<file path="config.mk">
export PLATFORM = sky130hd
export DESIGN_NAME = block_packer
export DESIGN_NICKNAME = d
export VERILOG_FILES = /design/src/rtl/block_packer.sv
export SDC_FILE = /design/constraint.sdc
export NUM_CORES = 1
export LEC_CHECK = 0
export CORE_MARGIN = 2
export CORE_UTILIZATION = 42
export CTS_BUF_LIST = sky130_fd_sc_hd__clkbuf_8
export DETAILED_ROUTE_END_ITERATION = 12
export PLACE_DENSITY = 0.64
export REMOVE_ABC_BUFFERS = 1
export SLEW_MARGIN = 20
export SYNTH_ARGS = -nofsm -noshare
export SYNTH_HDL_FRONTEND = slang
export SYNTH_HIERARCHICAL = 1
export SYNTH_SLANG_ARGS = --single-unit
</file>
<file path="constraint.sdc">
create_clock -name clk -period 19.7 [get_ports clk]
set_clock_uncertainty 0.15 [all_clocks]
set_input_delay 4.925 -clock clk [delete_from_list [all_inputs] [get_ports clk]]
set_output_delay 4.925 -clock clk [all_outputs]
set_load 0.005 [all_outputs]
</file>
<file path="src/rtl/block_packer.sv">
// block_packer
// Serial-to-block front end for the 5-lane block_filter. Collects five
// consecutive signed samples into a block, buffers blocks in a small FIFO and
// presents the head block on out0..out_4 (out0 newest, out_4 oldest).
// A flush pulse zero-pads and emits a trailing partial block.
//
// Ports:
//   clk, reset          : clock, synchronous active-low reset
//   s_data/s_valid/s_ready : sample input handshake
//   flush               : one-cycle pulse, emit partial block
//   out0, out_1..out_4  : head block lanes (0 when blk_valid = 0)
//   blk_valid/blk_ready : block output handshake
//   fill                : samples held in the assembly register (0-4)

// Per-lane push value: lane L carries the k-th sample of the block, k = 4-L.
// The lane is populated only when at least k+1 samples are present; otherwise
// it is zero padding.
module block_packer_lane #(
  parameter int DW = 16,
  parameter int K  = 0
) (
  input  logic [DW-1:0] din,
  input  logic [2:0]    cnt,
  output logic [DW-1:0] val
);
  assign val = (cnt > 3'(K)) ? din : '0;
endmodule

module block_packer #(
  parameter int DW    = 16,
  parameter int DEPTH = 2
) (
  input  logic          clk,
  input  logic          reset,
  input  logic [DW-1:0] s_data,
  input  logic          s_valid,
  output logic          s_ready,
  input  logic          flush,
  output logic [DW-1:0] out0,
  output logic [DW-1:0] out_1,
  output logic [DW-1:0] out_2,
  output logic [DW-1:0] out_3,
  output logic [DW-1:0] out_4,
  output logic          blk_valid,
  input  logic          blk_ready,
  output logic [2:0]    fill
);

  localparam int NUM_LANES = 5;
  localparam int PW = (DEPTH > 1) ? $clog2(DEPTH) : 1;
  localparam int CW = $clog2(DEPTH + 1);

  typedef logic [NUM_LANES-1:0][DW-1:0] blk_t;

  // Assembly register: slot k holds the k-th arrived sample.
  logic [3:0][DW-1:0] slot;
  logic [2:0]         fill_q;
  logic               flush_pend;

  // Block FIFO; entry index equals lane number.
  blk_t          mem [DEPTH];
  logic [PW-1:0] rd_ptr, wr_ptr;
  logic [CW-1:0] count;

  logic full, accept, complete, pend_push, push, pop;
  logic [2:0] cnt;
  logic [NUM_LANES-1:0][DW-1:0] src;
  blk_t push_blk, head;

  function automatic logic [PW-1:0] nxt(input logic [PW-1:0] p);
    return (p == PW'(DEPTH - 1)) ? '0 : p + 1'b1;
  endfunction

  assign full      = (count == CW'(DEPTH));
  // Registered-state only: a pop this cycle cannot free space for a 5th sample.
  assign s_ready   = !flush_pend && ((fill_q != 3'd4) || !full);
  assign accept    = s_valid && s_ready;
  assign complete  = accept && (fill_q == 3'd4);
  assign pend_push = flush_pend && !full;
  assign push      = complete || pend_push;
  assign blk_valid = (count != '0);
  assign pop       = blk_valid && blk_ready;

  // Candidate sources for each sample position; position 4 is only ever the
  // incoming sample that completes a block.
  assign src = {s_data, slot};
  assign cnt = complete ? 3'd5 : fill_q;

  for (genvar l = 0; l < NUM_LANES; l++) begin : g_lane
    block_packer_lane #(.DW(DW), .K(NUM_LANES - 1 - l)) u_lane (
      .din (src[NUM_LANES-1-l]),
      .cnt (cnt),
      .val (push_blk[l])
    );
  end

  always_ff @(posedge clk) begin
    if (!reset) begin
      slot       <= '0;
      fill_q     <= '0;
      flush_pend <= 1'b0;
      rd_ptr     <= '0;
      wr_ptr     <= '0;
      count      <= '0;
    end else begin
      if (push) begin
        mem[wr_ptr] <= push_blk;
        wr_ptr      <= nxt(wr_ptr);
      end
      if (pop) rd_ptr <= nxt(rd_ptr);
      case ({push, pop})
        2'b10:   count <= count + 1'b1;
        2'b01:   count <= count - 1'b1;
        default: ;
      endcase

      if (complete) begin
        fill_q <= '0;
      end else if (accept) begin
        slot[fill_q[1:0]] <= s_data;
        fill_q            <= fill_q + 3'd1;
      end

      // Pending flush drains first; a new flush pulse during it is redundant.
      // A flush on a completing sample has nothing left to pad.
      if (pend_push) begin
        fill_q     <= '0;
        flush_pend <= 1'b0;
      end else if (flush && !complete && (accept || fill_q != 3'd0)) begin
        flush_pend <= 1'b1;
      end
    end
  end

  assign head  = blk_valid ? mem[rd_ptr] : '0;
  assign out0  = head[0];
  assign out_1 = head[1];
  assign out_2 = head[2];
  assign out_3 = head[3];
  assign out_4 = head[4];
  assign fill  = fill_q;

endmodule

</file>
==> results.cfg <==
[outcome]
status = complete, no violations

[die]
dieArea_um2 = 25100
ioPinCount = 106
fp.dieW_um = 159
core_um2 = 23500
rows = 56
die-height_um = 159
start_util = 0.427

[clock_network]
postCtsHoldBufs = 0
clkSinkCount = 233
cts_tree = yes
post_cts_buffers = 0
path_clk_slew_ns = 0.06
clk_path_buf_depth = 3
cts_buffers = 39
clk_latency_ns = 0.54
root_buffer = clkbuf_8
cts_resized = 0
htree_levels = 2

[finish]
post-route-util = 0.504
num_antenna_cells = 0
drive_gt1_frac = 0.120
layout.nets = 907
fin_cells = 1231
final_common_cell = edfxtp_1
syn2layout_area_growth_pct = 17.9
final_cell_mix = edfxtp_1, clkdlybuf4s50_1, nor2_1

[critical_path]
critPathCaptureType = output port
slowest_delay_ns = 0.85
rr_startpoint = fill[2]
worst-setup-path-type = flop to output port
worstPathCellList = buf_4 > mux2i_1 > nor2_1 > clkdlybuf4s50_1
setup.worst_path.start_class = flop
r2r-end = mem[1][43]
r2r_cells = 8
r2r_slack_ns = 16.27
cp_max_fo = 55
cp.required_ns = 14.63
cp_slowest_cell = buf_4
cp.arrival_ns = 3.05

[global_routing]
grt_overflow = 0
grt_pass1_vias = 6337
antenna_found_initial = 0
grt_max_degree = 82
grt_pass1_wl_um = 36000
grt.total_usage = 0.186

[logic_synthesis]
ys_warn_count = 6
synth_compound_area_frac = 0.122
synthMuxAreaShare = 0.0798
synth_fa_ha_area_frac = 0.00624
synth_seq_cells = 233
synth_top_family_by_area = compound AO/OA/AOI/OAI gates
avgSynthCellArea_um2 = 12.5
synthesis.area_um2 = 10000
synthCells = 803
synth-simple-area-share = 0.110
synth-xor-area-share = 0.00262
synth.distinct_cells = 49
async_flop_share = 0
ys.flop_type = edfxtp_1
seq_area_frac_synth = 0.625
synth-edff-count = 160

[route]
postRouteAntennaNets = 0
drt_wl_total_um = 23600
drc = 0
wl_per_cell_um = 19.1
avgViaCountPerCell = 5.38
dr.pass1.iters = 7
num_vias = 6626
drt_iter0_drc = 575

[hold_path]
holdCritPathClass = flop to flop
holdCritStartpoint = slot[3]
holdPathStages = 2
hold_path_end = slot[3]

[sta]
min_period_ns = 8.13
fmax_ghz = 0.123
setup_viol = 0
setup_ws_ns = 11.57
hold_slack_ns = 0.307
hold_violations = 0
fin_setup_tns_ns = 0
slew_headroom = 0.338
tightestPinTransition_ns = 0.992
min_period_over_period = 0.412
maxSlewViolCount = 0
grt_setup_unrepaired = no

[power]
p_per_area_nw_per_um2 = 108
leakagePower_nw = 4.14
peakVddDrop_v = 0.0000596

[placed_design]
portBuffers = 105
place_hpwl_um = 13200
place_inst = 1159
routabilityCongestion = 0.793
place_ws_ns = 11.14

[job]
maxCapViolCount = 0
cell type report:
cell class                 count  area, µm²
fill                        2110      11600
sequential                   233       6270
multi-input combinational    481       3260
timing repair buffer         117       1140
clock buffer                  43        592
tap                          319        399
clock inverter                29        129
inverter                       9       33.8
routing by layer:
metal	GRT usage	routed length, µm	up-vias
met2	0.285	10900	227
met1	0.265	10700	3215
met3	0.0389	1490	38
met4	0.0622	527	0
met5	0	0	-
li1	-	-	3146
registers in the layout, indices dropped and copies added (netlist names), named ones only:
| name | cells |
|---|---|
| mem | 160 |
| slot | 64 |
| count | 2 |
| flush_pend | 1 |
| wr_ptr | 1 |
| rd_ptr | 1 |
| fill | 3 |
worst max path at each step:
stage | startpoint | end | slack [ns] | cells past startpoint
after detailed placement | s_valid | mem[1][43] | 11.14 | 6
after CTS | flop | out_4[6] | 11.51 | 4
final | flop | out0[11] | 11.57 | 4
after global placement | s_valid | mem[0][43] | 11.17 | 6
after floorplan | reset | wr_ptr | 4.73 | 3
after global routing | flop | out0[6] | 11.37 | 4
through the flow:
stage	area (µm²)	power (mW)
detailed placement	11100	0.898
floorplan	9520	0.736
global placement	11100	0.895
finish	11800	1.27
CTS	11800	1.29
global route	11800	1.34
synthesized netlist by cell type (all sizes together) (2+ instances only):
master	number	area, µm²
and2b	5	37.5
nand3	2	10.0
a21oi	70	392
nor2b	13	81.3
edfxtp	160	4800
o21ai	5	25.0
and2	17	124
clkbuf	18	72.6
o31a	16	148
nand4	48	300
dfxtp	73	1460
o21a	16	120
buf	61	429
ha	5	62.6
inv	8	30.0
mux2i	80	801
nor2	89	334
nand2	34	133
o211a	16	160
o31ai	48	360
xor2	2	17.5
kinds of logic after synthesis:
kind of cell               count (synthesis)
buffers and inverters                     89
and+or+nand+nor                          219
DFF                                      233
xor gates and xnor gates                   3
AOI/OAI and AO/OA                        174
adders and majority gates                  5
muxes                                     80
power by group:
| part | internal [mW] | switching, mW | total (mW) |
|---|---|---|---|
| clock network | 0.202 | 0.191 | 0.393 |
| logic | 0.166 | 0.155 | 0.320 |
| registers | 0.541 | 0.0190 | 0.560 |
| total | 0.908 | 0.365 | 1.27 |
critical path: cells and delay by family (launching register included):
family / cells / cell delay (ns)
buf+inv: 2 / 1.36
flops: 1 / 0.67
mux: 1 / 0.29
simple gates: 1 / 0.16
Power figures use the tool's default switching activity.
